<file path="config.mk">
export PLATFORM = sky130hd
export DESIGN_NAME = dac_control_flat
export DESIGN_NICKNAME = d
export VERILOG_FILES = /design/src/rtl/dac_pkg.sv /design/src/rtl/dac_control_if.sv /design/src/rtl/dac_shift16.sv /design/src/rtl/dac_control.sv /design/src/flat_wrapper.sv
export SDC_FILE = /design/constraint.sdc
export NUM_CORES = 1
export LEC_CHECK = 0
export BUFFER_PORTS_ARGS = -buffer_cell sky130_fd_sc_hd__buf_2
export CORE_MARGIN = 2
export CORE_UTILIZATION = 50
export CTS_BUF_LIST = sky130_fd_sc_hd__clkbuf_4 sky130_fd_sc_hd__clkbuf_8
export CTS_CLUSTER_DIAMETER = 150
export DETAILED_ROUTE_END_ITERATION = 8
export PLACE_DENSITY = 0.71
export SLEW_MARGIN = 20
export SYNTH_ARGS = -nofsm -noshare
export SYNTH_HDL_FRONTEND = slang
export SYNTH_SLANG_ARGS = --single-unit
</file>
<file path="constraint.sdc">
create_clock -name clk_20M -period 2.55 [get_ports clk_20M]
set_input_delay 0.51 -clock clk_20M [delete_from_list [all_inputs] [get_ports clk_20M]]
set_output_delay 0.51 -clock clk_20M [all_outputs]
set_load 0.005 [all_outputs]
</file>
<file path="src/rtl/dac_pkg.sv">
// Shared types and constants for the dual-channel DAC serialiser.
package dac_pkg;

    localparam int unsigned FRAME_BITS = 16;
    localparam int unsigned DATA_BITS  = 12;

    localparam logic [1:0] PD_NORMAL = 2'b00;
    localparam logic [1:0] PD_1K     = 2'b01;
    localparam logic [1:0] PD_100K   = 2'b10;
    localparam logic [1:0] PD_HIZ    = 2'b11;

    typedef enum logic [2:0] {
        StIdle,
        StSetup,
        StLow,
        StHigh,
        StGap
    } dac_state_e;

    // DAC input register layout: two don't-care zeros, power-down bits, sample.
    function automatic logic [FRAME_BITS-1:0] frame_word(input logic [1:0]           pd,
                                                         input logic [DATA_BITS-1:0] data);
        return {2'b00, pd, data};
    endfunction

endpackage

</file>
<file path="src/rtl/dac_control_if.sv">
// Sample-pair handshake and DAC pin bundle for dac_control.
interface dac_control_if;
    import dac_pkg::*;

    logic                 in_valid;
    logic                 in_ready;
    logic [DATA_BITS-1:0] in_data1;
    logic [DATA_BITS-1:0] in_data2;
    logic [1:0]           pd_mode;
    logic                 DAC_clk;
    logic                 sync_n;
    logic                 Data1;
    logic                 Data2;
    logic                 busy;
    logic                 frame_done;

    modport master (
        output in_valid, in_data1, in_data2, pd_mode,
        input  in_ready, DAC_clk, sync_n, Data1, Data2, busy, frame_done
    );

    modport slave (
        input  in_valid, in_data1, in_data2, pd_mode,
        output in_ready, DAC_clk, sync_n, Data1, Data2, busy, frame_done
    );

endinterface

</file>
<file path="src/rtl/dac_shift16.sv">
// 16-bit parallel-load, MSB-first shift register for one DAC data line.
module dac_shift16
    import dac_pkg::*;
(
    input  logic                  clk_20M,
    input  logic                  reset,
    input  logic                  load,
    input  logic                  shift,
    input  logic [FRAME_BITS-1:0] din,
    output logic                  serial_out
);

    logic [FRAME_BITS-1:0] sr_q;

    always_ff @(posedge clk_20M or posedge reset) begin
        if (reset) begin
            sr_q <= '0;
        end else if (load) begin
            sr_q <= din;
        end else if (shift) begin
            sr_q <= {sr_q[FRAME_BITS-2:0], 1'b0};
        end
    end

    assign serial_out = sr_q[FRAME_BITS-1];

endmodule

</file>
<file path="src/rtl/dac_control.sv">
// Dual-channel DAC frame serialiser: shared DAC_clk/sync_n, two MSB-first data lines.
// Optional one-entry holding register enabled by DAC_DOUBLE_BUF_EN.
module dac_control
    import dac_pkg::*;
#(
    parameter int unsigned HALF_PER = 1,
    parameter int unsigned GAP      = 2
) (
    input  logic          clk_20M,
    input  logic          reset,
    dac_control_if.slave  bus
);

    localparam logic [3:0] HalfLd  = 4'(HALF_PER - 1);
    localparam logic [3:0] GapLd   = 4'(GAP - 1);
    localparam logic [3:0] LastBit = 4'(FRAME_BITS - 1);

    dac_state_e state_q;
    logic [3:0] phase_q;
    logic [3:0] bit_q;
    logic       dac_clk_q, sync_n_q, busy_q, done_q, ready_q;

    logic                  accept, phase_end, to_gap, to_high;
    logic                  start_new, start_hold, sh_load;
    logic [FRAME_BITS-1:0] new1, new2, ld1, ld2;

`ifdef DAC_DOUBLE_BUF_EN
    logic                  hold_full_q, hold_full_d;
    logic [FRAME_BITS-1:0] hold1_q, hold2_q;
`endif

    always_comb begin
        accept    = bus.in_valid && ready_q;
        phase_end = (phase_q == 4'd0);
        new1      = frame_word(bus.pd_mode, bus.in_data1);
        new2      = frame_word(bus.pd_mode, bus.in_data2);
        to_gap    = (state_q == StLow) && phase_end && (bit_q == 4'd0);
        to_high   = (state_q == StLow) && phase_end && (bit_q != 4'd0);
`ifdef DAC_DOUBLE_BUF_EN
        start_new   = accept && (state_q == StIdle);
        start_hold  = hold_full_q && ((state_q == StIdle) || ((state_q == StGap) && phase_end));
        hold_full_d = (accept && !start_new) || (hold_full_q && !start_hold);
`else
        start_new   = accept;
        start_hold  = 1'b0;
`endif
        sh_load = start_new || start_hold || to_gap;
        // Loading zeros on GAP entry parks both data lines low between frames.
        ld1 = '0;
        ld2 = '0;
`ifdef DAC_DOUBLE_BUF_EN
        if (start_hold) begin
            ld1 = hold1_q;
            ld2 = hold2_q;
        end else if (start_new) begin
            ld1 = new1;
            ld2 = new2;
        end
`else
        if (start_new) begin
            ld1 = new1;
            ld2 = new2;
        end
`endif
    end

    always_ff @(posedge clk_20M or posedge reset) begin
        if (reset) begin
            state_q   <= StIdle;
            phase_q   <= 4'd0;
            bit_q     <= 4'd0;
            dac_clk_q <= 1'b1;
            sync_n_q  <= 1'b1;
            busy_q    <= 1'b0;
            done_q    <= 1'b0;
        end else begin
            done_q <= 1'b0;
            if (!phase_end) phase_q <= phase_q - 4'd1;
            unique case (state_q)
                StIdle: begin
                    if (start_new || start_hold) begin
                        state_q  <= StSetup;
                        phase_q  <= HalfLd;
                        bit_q    <= LastBit;
                        sync_n_q <= 1'b0;
                        busy_q   <= 1'b1;
                    end
                end
                StSetup: begin
                    if (phase_end) begin
                        state_q   <= StLow;
                        phase_q   <= HalfLd;
                        dac_clk_q <= 1'b0;
                    end
                end
                StLow: begin
                    if (phase_end) begin
                        dac_clk_q <= 1'b1;
                        if (bit_q == 4'd0) begin
                            state_q  <= StGap;
                            phase_q  <= GapLd;
                            sync_n_q <= 1'b1;
                            done_q   <= 1'b1;
                        end else begin
                            state_q <= StHigh;
                            phase_q <= HalfLd;
                            bit_q   <= bit_q - 4'd1;
                        end
                    end
                end
                StHigh: begin
                    if (phase_end) begin
                        state_q   <= StLow;
                        phase_q   <= HalfLd;
                        dac_clk_q <= 1'b0;
                    end
                end
                StGap: begin
                    if (phase_end) begin
                        if (start_hold) begin
                            state_q  <= StSetup;
                            phase_q  <= HalfLd;
                            bit_q    <= LastBit;
                            sync_n_q <= 1'b0;
                        end else begin
                            state_q <= StIdle;
                            busy_q  <= 1'b0;
                        end
                    end
                end
                default: state_q <= StIdle;
            endcase
        end
    end

    always_ff @(posedge clk_20M or posedge reset) begin
        if (reset) begin
            ready_q <= 1'b0;
`ifdef DAC_DOUBLE_BUF_EN
            hold_full_q <= 1'b0;
            hold1_q     <= '0;
            hold2_q     <= '0;
`endif
        end else begin
`ifdef DAC_DOUBLE_BUF_EN
            hold_full_q <= hold_full_d;
            ready_q     <= !hold_full_d;
            if (accept && !start_new) begin
                hold1_q <= new1;
                hold2_q <= new2;
            end
`else
            ready_q <= ((state_q == StIdle) && !start_new) || ((state_q == StGap) && phase_end);
`endif
        end
    end

    dac_shift16 u_shift1 (
        .clk_20M    (clk_20M),
        .reset      (reset),
        .load       (sh_load),
        .shift      (to_high),
        .din        (ld1),
        .serial_out (bus.Data1)
    );

    dac_shift16 u_shift2 (
        .clk_20M    (clk_20M),
        .reset      (reset),
        .load       (sh_load),
        .shift      (to_high),
        .din        (ld2),
        .serial_out (bus.Data2)
    );

    assign bus.in_ready   = ready_q;
    assign bus.DAC_clk    = dac_clk_q;
    assign bus.sync_n     = sync_n_q;
    assign bus.busy       = busy_q;
    assign bus.frame_done = done_q;

endmodule

</file>
<file path="src/flat_wrapper.sv">
// flat-port wrapper written by rule: the top's interface ports become plain ports
module dac_control_flat import dac_pkg::*;
#(
    parameter int unsigned HALF_PER = 1,
    parameter int unsigned GAP      = 2
)
  (clk_20M, reset, bus_in_valid, bus_in_data1, bus_in_data2, bus_pd_mode, bus_in_ready, bus_DAC_clk, bus_sync_n, bus_Data1, bus_Data2, bus_busy, bus_frame_done);
  dac_control_if bus_i ();
  input  logic clk_20M;
  input  logic reset;
  input wire logic [$bits(bus_i.in_valid)-1:0] bus_in_valid;
  input wire logic [$bits(bus_i.in_data1)-1:0] bus_in_data1;
  input wire logic [$bits(bus_i.in_data2)-1:0] bus_in_data2;
  input wire logic [$bits(bus_i.pd_mode)-1:0] bus_pd_mode;
  output wire logic [$bits(bus_i.in_ready)-1:0] bus_in_ready;
  output wire logic [$bits(bus_i.DAC_clk)-1:0] bus_DAC_clk;
  output wire logic [$bits(bus_i.sync_n)-1:0] bus_sync_n;
  output wire logic [$bits(bus_i.Data1)-1:0] bus_Data1;
  output wire logic [$bits(bus_i.Data2)-1:0] bus_Data2;
  output wire logic [$bits(bus_i.busy)-1:0] bus_busy;
  output wire logic [$bits(bus_i.frame_done)-1:0] bus_frame_done;
  assign bus_i.in_valid = bus_in_valid;
  assign bus_i.in_data1 = bus_in_data1;
  assign bus_i.in_data2 = bus_in_data2;
  assign bus_i.pd_mode = bus_pd_mode;
  assign bus_in_ready = bus_i.in_ready;
  assign bus_DAC_clk = bus_i.DAC_clk;
  assign bus_sync_n = bus_i.sync_n;
  assign bus_Data1 = bus_i.Data1;
  assign bus_Data2 = bus_i.Data2;
  assign bus_busy = bus_i.busy;
  assign bus_frame_done = bus_i.frame_done;
  dac_control #(.HALF_PER(HALF_PER), .GAP(GAP)) u_core (.clk_20M(clk_20M), .reset(reset), .bus(bus_i));
endmodule
</file>
# Yosys cells after proc, flatten, opt, wreduce, memory -nomap -nowiden
# Index checks and enable logic that the tools add are counted.
[totals]
ff_bits = 48
out_inout_bits = 7
wordCells = 79
[op_classes]
reduce_logical = 23
mux = 34
addsub = 2
eq_ne = 10
[op_table]
columns = ["operator", "count"]
rows = [
  ["2-to-1 mux 16 bit", 4],
  ["2-to-1 mux 14 bit", 2],
  ["2-to-1 mux 4 bit", 7],
  ["2-to-1 mux 3 bit", 5],
  ["one-hot mux 3 bit (4 select lines)", 1],
  ["one-hot mux 4 bit (3 select lines)", 1],
  ["AND reduction 4 bit", 3],
  ["2-to-1 mux 1 bit", 10],
  ["logical NOT 4 bit", 2],
  ["inequality test 2 x 1 -> 1 bit, second input constant", 4],
  ["one-hot mux 4 bit (2 select lines)", 1],
  ["nonzero test 2 bit", 4],
  ["subtractor 4 x 1 -> 4 bit, second input constant", 2],
  ["equality test 3 x 2 -> 1 bit, second input constant", 2],
  ["logical AND 1 bit", 6],
  ["one-hot mux 1 bit (2 select lines)", 3],
  ["AND reduction 3 bit", 2],
  ["inequality test 2 bit, second input constant", 2],
  ["nonzero test 4 bit", 1],
  ["equality test 3 x 1 -> 1 bit, second input constant", 1],
  ["equality test 3 bit, second input constant", 1],
  ["logical NOT 3 bit", 1],
  ["logical OR 1 bit", 2],
  ["OR reduction 2 bit", 1],
  ["logical NOT 1 bit", 1],
]

# Depth between registers and ports, before layout
# Gate-level depths: netlist of the first run.
[depth]
word_depth = 5
mapped_depth = 8
mapped_depth_nobuf = 7

# Hierarchy
# Synthesis of the first run repeated with hierarchy kept, for this count alone.
[hier_totals]
cells_unflattened = 267
hier_area_um2 = 2613.8
[modules_own_cells]
columns = ["module", "area_each_um2", "n_inst", "cells_each"]
rows = [
  ["dac_shift16", 745.7, 2, 70],
  ["dac_control", 1122.3, 1, 127],
]

# Worst setup path after synthesis of the first run
# No wires, ideal clock.
[synth_timing]
kind = "register to register"
startpoint = "register u_core.phase_q[0]"
endpoint = "register u_core.bit_q[2]"
path_stages_with_launch = 8
period_less_slack_ns = 1.701
path_slack_ns = 0.849
t_arrival_ns = 1.583
cell_sequence = "dfrtp_1 > inv_1 > ha_1 > nor3b_4 > inv_2 > a31oi_4 > nand4_1 > a21o_1"
[synth_via]
elab_chain_cells = 3
[synth_lines]
columns = ["item", "line", "text"]
rows = [
  ["from (decl)", "dac_control.sv:19", "logic [3:0] phase_q;"],
  ["from (signal assigned)", "dac_control.sv:78", "if (!phase_end) phase_q <= phase_q - 4'd1;"],
  ["from (signal assigned)", "dac_control.sv:83", "phase_q <= HalfLd;"],
  ["from (signal assigned)", "dac_control.sv:92", "phase_q <= HalfLd;"],
  ["logical NOT 4 bit", "dac_control.sv:34", "phase_end = (phase_q == 4'd0);"],
  ["inequality test 2 x 1 -> 1 bit (no line)", "--", ""],
  ["AND reduction 4 bit (no line)", "--", ""],
  ["to (signal assigned)", "dac_control.sv:84", "bit_q <= LastBit;"],
  ["to (signal assigned)", "dac_control.sv:107", "bit_q <= bit_q - 4'd1;"],
  ["to (signal assigned)", "dac_control.sv:123", "bit_q <= LastBit;"],
  ["to (decl)", "dac_control.sv:20", "logic [3:0] bit_q;"],
]
# No other way between the ends.
# A chain may end at the register's enable or synchronous reset.

# Worst setup path in the final report of the first run
# Ends and elaborated chain as after synthesis.

==> run metrics, run 1 <==
status completed; first-pass GRT wire length slightly below 8000 um; Final Hold Fails 0; clk_skew approximately 0.013 ns; HPWL after DPL around 3200 um; final net count 322; Most Crowded Layer GR met2; Yosys top cell area share 0.484; maxcap violations 0; vias in the first global route roughly 1700; wire per inst 13.8 um; Yosys top cell by area dfrtp_1; top post-synthesis cells by count dfrtp_1 (46), nand2_1 (41), nor2_1 (33); Rows 25; GRT overflow 0; Post-synth top flop dfrtp_1; CTS Hold Buffers Added 0; CP arrival 2.13 ns; register area share after synthesis 0.506; Post-Synthesis Cells 263; Worst VDD drop 0.000535 V; Clock Sinks 48; Setup crit end u_core.bit_q[2]$_DFFE_PP0P_; Clock Path Buffers 2; Net Sw Power 0.00100 W; global placement routability congestion just over 0.9; CTS Root Cell clkbuf_8; worst setup path start u_core.phase_q[0]$_DFF_PP0_; Seq pwr share 0.475; Clock Latency Late Sink 0.30 ns; CP Max Fanout 10; count leader, synth dfrtp_1; met1 Track Usage GR 0.279; fin crit share 0.761; R2R Path End u_core.bit_q[2]$_DFFE_PP0P_; share of cells above drive strength 1 0.221; starting density of the core 0.510; Setup Fix Bufs, Post-CTS 0; internal power between 0.0015 and 0.002 W; Fmax achieved 0.515 GHz; ranking of synthesized cells by area dfrtp_1 (48%), a31oi_1 (6.8%), nand3_1 (6.5%); Crit Path Class flop to flop; switch share 0.350; Layout area overhead 12.4%; setup_tns 0 ns; DR pass1 iterations 4; Tmin final 1.94 ns; final slew viol count 0; die area 5320 um2; Die Ht 73.0 um; number of fill cells about 420; PD cells 1070 nW/um2; grt met3 use 0.0345; worst reg2reg setup slack 0.61 ns; reg-to-reg startpoint u_core.phase_q[0]$_DFF_PP0_; ANT nets after route 0; Mapped Area 2380 um2; worst reg2reg path depth 7; Slew HR 0.541; syn avg cell area 9.04 um2; Yosys reg bits 48; RSZ-0062 raised after global routing false; Die W 73.0 um; syn nets 296; CP Launch Type flop; Core ar. around 4700 um2; gr usage total 0.191; ys async rst share 1.00; PortBufs 35; post-synthesis cell type count 40; worst endpoint required time 2.74 ns; DR DRC count 0; EDFF count, synth 0; min-delay worst type input port to async pin; TritonCTS clock tree built; Post-Place Setup Slack 0.653 ns; Logic pwr share 0.327; post-CTS resize count 0; H-Tree Depth 2; largest net degree at the start of global routing 36; Vias/cell 5.60; Clk pin slew, worst setup/hold paths 0.09 ns; total chip power 0.00287 W; initial antenna violation count 0; Crit. End Element flop; clock power share 0.197; Slew @ Worst Pin 0.689 ns; # diodes 0; cts bufs inserted 5; PnR worst setup slack 0.610 ns; total number of yosys warnings 0; drt initial violations between 150 and 200; IO Count 36; leakage power around 1.2 nW; met2 usage 0.280; drt total wl 4760 um; Setup Viol. Count Final 0; routed via count 1927
==> worst min-delay path by stage <==
stage,from,to
after floorplan,u_core.bit_q[0]$_DFFE_PP0P_,u_core.bit_q[0]$_DFFE_PP0P_
after global placement,reset,u_core.bus.busy$_DFFE_PP0P_
after detailed placement,reset,u_core.phase_q[3]$_DFF_PP0_
after CTS,reset,u_core.bus.busy$_DFFE_PP0P_
after global routing,reset,u_core.bus.busy$_DFFE_PP0P_
final,reset,u_core.bus.busy$_DFFE_PP0P_
==> area by class of cell <==
class,count,area [um2],area share
clock inverters,1,30.0,0.0112
flip-flops and latches,48,1200,0.451
well taps,54,67.6,0.0253
multi-input cells,188,1040,0.389
inverters,6,22.5,0.00843
repair buffers,40,225,0.0843
clock buffers,7,83.8,0.0314
==> power by group through the flow <==
stage / clock, W / sequential, W / combinational, W
after CTS: 0.000574 / 0.00136 / 0.000948
after floorplan: 0 / 0.00129 / 0.000818
after detailed placement: 0 / 0.00137 / 0.000947
final: 0.000565 / 0.00136 / 0.000938
after global placement: 0 / 0.00137 / 0.000910
after global routing: 0.000607 / 0.00141 / 0.00108
==> placed cells by master, fill, tap and decap left out, types with 2 or more instances in the layout <==
cell type	Yosys	routed
clkbuf_4	0	2
ha_1	4	4
buf_4	1	4
nor2_1	33	33
dfstp_2	2	2
xnor2_1	2	2
o21ai_0	9	9
nor3_1	4	4
and3_2	2	2
inv_1	5	4
inv_2	1	2
clkbuf_8	0	5
nand2_1	41	40
and2_1	2	2
buf_2	1	35
a31oi_1	26	26
dfrtp_1	46	46
a21oi_1	14	14
nand3_1	31	31
==> registers in the layout, indices dropped and copies added (netlist names), 3 cells and up <==
name	count
u_core.state_q	3
u_core.u_shift2.sr_q	16
u_core.phase_q	4
u_core.bit_q	4
u_core.u_shift1.sr_q	16
==> layer usage <==
metal / vias to the layer above / wire, um
met5: - / 0
met4: 0 / 92
met3: 9 / 167
met2: 38 / 2130
met1: 914 / 2370
li1: 966 / -
==> logic make-up after synthesis <==
kind of cell,synth area share
compound gates,0.166
xor+xnor,0.00737
fa+ha+maj,0.0211
buf+inv,0.0579
flops,0.506
mux,0.00421
simple gates,0.237
==> metrics by stage <==
step | hold slack, ns | std cells | area (um2) | util
after floorplan | 0.463 | 263 | 2380 | -
after global placement | 0.486 | 336 | 2560 | 0.549
after detailed placement | 0.487 | 336 | 2560 | 0.549
after CTS | 0.155 | 344 | 2670 | 0.573
after global routing | 0.180 | 344 | 2670 | 0.573
final | 0.149 | 344 | 2670 | 0.573
==> critical path, stage by stage (launching register included) <==
cell     delay, ns
dfrtp_1       0.40
inv_1         0.09
ha_1          0.18
nor3b_4       0.36
inv_2         0.18
a31oi_4       0.28
nand4_1       0.14
a21o_1        0.20
Note: power is estimated with default switching activity, not from simulation.
==> run 2: changes to the inputs <==
--- a/config.mk
+++ b/config.mk
@@ -5,13 +5,14 @@
 export SDC_FILE = /design/constraint.sdc
 export NUM_CORES = 1
 export LEC_CHECK = 0
+export ABC_AREA = 1
 export BUFFER_PORTS_ARGS = -buffer_cell sky130_fd_sc_hd__buf_2
 export CORE_MARGIN = 2
 export CORE_UTILIZATION = 50
 export CTS_BUF_LIST = sky130_fd_sc_hd__clkbuf_4 sky130_fd_sc_hd__clkbuf_8
 export CTS_CLUSTER_DIAMETER = 150
 export DETAILED_ROUTE_END_ITERATION = 8
-export PLACE_DENSITY = 0.71
+export PLACE_DENSITY = 0.74
 export SLEW_MARGIN = 20
 export SYNTH_ARGS = -nofsm -noshare
 export SYNTH_HDL_FRONTEND = slang
==> constraint.sdc (replaced) <==
create_clock -name clk_20M -period 1.57 [get_ports clk_20M]
set_input_delay 0.314 -clock clk_20M [delete_from_list [all_inputs] [get_ports clk_20M]]
set_output_delay 0.314 -clock clk_20M [all_outputs]
set_load 0.005 [all_outputs]
==> run 2 against run 1 <==
Compared with the run above:
- die area down 2.9%
- hold slack worse by 0.11 ns
- utilization up 3.6 points
- critical endpoint is now u_core.u_shift2.sr_q[6]$_DFFE_PP0P_
- final area about the same
- combinational power up 110%
- via count down 3.3%
- register-to-register slack worse by 0.47 ns
- first-iteration DRC count down 42%
- non-clock buffer count up 3
- synthesized cell count up 1.1%
==> run metrics, run 2 <==
HPWL after DPL 3150 um; ys async rst share 1.00; ANT nets after route 0; Slew HR 0.738; H-Tree Depth 2; DR DRC count 0; setup_tns 0 ns; clk_skew 0.0148 ns; gr usage total 0.186; ranking of synthesized cells by area dfrtp_1 (50%), nand2_1 (14%), nand3_1 (6.9%); Non-Filler Instances 361; Final Hold Fails 0; global placement routability congestion 0.917; count leader, synth nand2_1; Fmax achieved roughly 0.7 GHz; IO Count 36; Tmin final 1.43 ns; RSZ-0062 raised after global routing false; GRT overflow 0; mux contribution to synthesized area 0; Post-synth top flop dfrtp_1; syn avg cell area 8.66 um2; Yosys top cell area share 0.499; final slew viol count 0; syn nets 299; wire per inst 12.6 um; EDFF count, synth 0; first-pass GRT wire length 7470 um; TritonCTS clock tree built; CP Launch Type flop; initial antenna violation count 0; Clock Latency Late Sink 0.30 ns; adder-cell share of the synthesized area 0.0217; routed via count 1864; most common cell after layout, fill and taps aside nand2_1; Top Family by Delay on Critical Path simple AND/OR/NAND/NOR gates; Die W 71.9 um; post-synthesis compound-gate area fraction 0.0499; Mapped Area 2300 um2; PortBufs 35; CP Buf/Inv Count 3; final net count 342; drt total wl 4540 um; share of cells above drive strength 1 0.272; register area share after synthesis 0.522; fin crit share 0.912; Cells after DPL 354; PD cells roughly 1800 nW/um2; maxcap violations 0; # diodes 0; Vias/cell 5.16; Setup Fix Bufs, Post-CTS 0; Layout area overhead 15.8%; placed instance area 2570 um2; most frequent cells in the layout nand2_1 (86), dfrtp_1 (46), buf_2 (35), nand3_1 (31), inv_1 (17); min-delay worst type input port to async pin; reg-to-reg startpoint u_core.bit_q[0]$_DFFE_PP0P_; CTS Root Cell clkbuf_8; biggest regs u_core.u_shift1.sr_q (16), u_core.u_shift2.sr_q (16); starting density of the core 0.526; Worst VDD drop 0.000924 V; simple-gate portion of the synthesized area 0.322; Crit Path Class flop to flop; CP Max Fanout 17; worst reg2reg setup slack 0.14 ns; Slowest Stage Delay on Critical Path 0.38 ns; top post-synthesis cells by count nand2_1 (86), dfrtp_1 (46), nand3_1 (32); Clock Sinks 48; R2R Path End u_core.u_shift2.sr_q[6]$_DFFE_PP0P_; Die Ht 71.9 um; Worst path slowest cell dfrtp_1; total number of yosys warnings 0; Core ar. 4380 um2; Crit. End Element flop; XOR/XNOR Fraction of Synth Area 0.0152; DR pass1 iterations 5; largest net degree at the start of global routing 49; post-layout util 0.609; post-synthesis cell type count 26; worst endpoint required time 1.75 ns; CP arrival 1.62 ns; drt initial violations 98; Post-Synthesis Cells ~270; Setup Viol. Count Final 0; leakage power ~1.4 nW; main combinational cell family by area after synthesis simple AND/OR/NAND/NOR gates; Rows 24; status completed; vias in the first global route 1717; Slew @ Worst Pin 0.392 ns; final instance area 2670 um2; cts bufs inserted 5; Clock Path Buffers 2; Yosys top cell by area dfrtp_1; Yosys reg bits 48; Clk pin slew, worst setup/hold paths 0.08 ns; Most common cell on crit path nand3_2; critical-path cell list inv_1 -> ha_1 -> nand3_2 -> nand3_2 -> inv_4 -> buf_12 -> nand2_1 -> nand3_1; die area 5170 um2; total chip power between 0.004 and 0.005 W; worst reg2reg path depth 8
## run 2: cell count changes in the layout (fill, tap and decap cells not counted), sizes merged, moves of 3 or more
cell,previous run,this run
buf,40,43
xor2,0,3
nand2,41,102
inv,6,24
o21ai,9,15
a21oi,14,8
nor2,33,14
nor3b,3,0
a31oi,27,0
## run 2: cells by family after synthesis
logic type	Yosys count
buffers and inverters	31
AOI/OAI and AO/OA	23
and+or+nand+nor	156
DFF	48
xor gates and xnor gates	4
adders and majority gates	4
## run 2: final cells by class
cell class / instances / area, um2
timing repair buffer: 43 / 260
multi-input combinational: 187 / 961
inverter: 24 / 97.6
clock inverter: 2 / 12.5
clock buffer: 5 / 68.8
fill: 388 / 1720
tap: 52 / 65.1
sequential: 48 / 1200
## run 2: per-layer routing
layer	global-route usage	up-vias	routed length, um
met4	0.0503	0	44
met1	0.240	885	1980
li1	-	928	-
met5	0	-	0
met2	0.313	47	2290
met3	0.0500	4	231
## run 2: per-stage QoR
stage	setup slack (ns)	hold slack [ns]
final	0.138	0.0411
after CTS	0.0576	0.0494
after detailed placement	0.0879	0.380
after global placement	0.120	0.371
after global routing	0.0129	0.0553
after floorplan	0.0746	0.431
## run 2: worst max path at each step
stage | to | cells past startpoint | from
after floorplan | u_core.u_shift1.sr_q[1]$_DFFE_PP0P_ | 10 | u_core.phase_q[0]$_DFF_PP0_
after global placement | u_core.u_shift2.sr_q[15]$_DFFE_PP0P_ | 9 | u_core.phase_q[0]$_DFF_PP0_
after detailed placement | u_core.u_shift2.sr_q[4]$_DFFE_PP0P_ | 9 | u_core.phase_q[1]$_DFF_PP0_
after CTS | u_core.u_shift2.sr_q[6]$_DFFE_PP0P_ | 9 | u_core.phase_q[1]$_DFF_PP0_
after global routing | u_core.u_shift2.sr_q[6]$_DFFE_PP0P_ | 8 | u_core.bit_q[0]$_DFFE_PP0P_
final | u_core.u_shift2.sr_q[6]$_DFFE_PP0P_ | 8 | u_core.bit_q[0]$_DFFE_PP0P_
## run 2: worst reg2reg max path: stages, from the launching register on
cell and delay (ns):
dfrtp_1 0.38, inv_1 0.12, ha_1 0.19, nand3_2 0.14, nand3_2 0.15, inv_4 0.06, buf_12 0.15, nand2_1 0.07
nand3_1 0.07
## run 2: what timing repair did
action	in CTS	in global routing
endpoints found under the setup margin	0	27
resized for setup	0	4
hold buffers	0	0
## run 2: power breakdown
| part | internal, W | switching (W) |
|---|---|---|
| clock network | 0.000302 | 0.000403 |
| logic | 0.000819 | 0.00118 |
| registers | 0.00179 | 0.000328 |
| total | 0.00291 | 0.00191 |
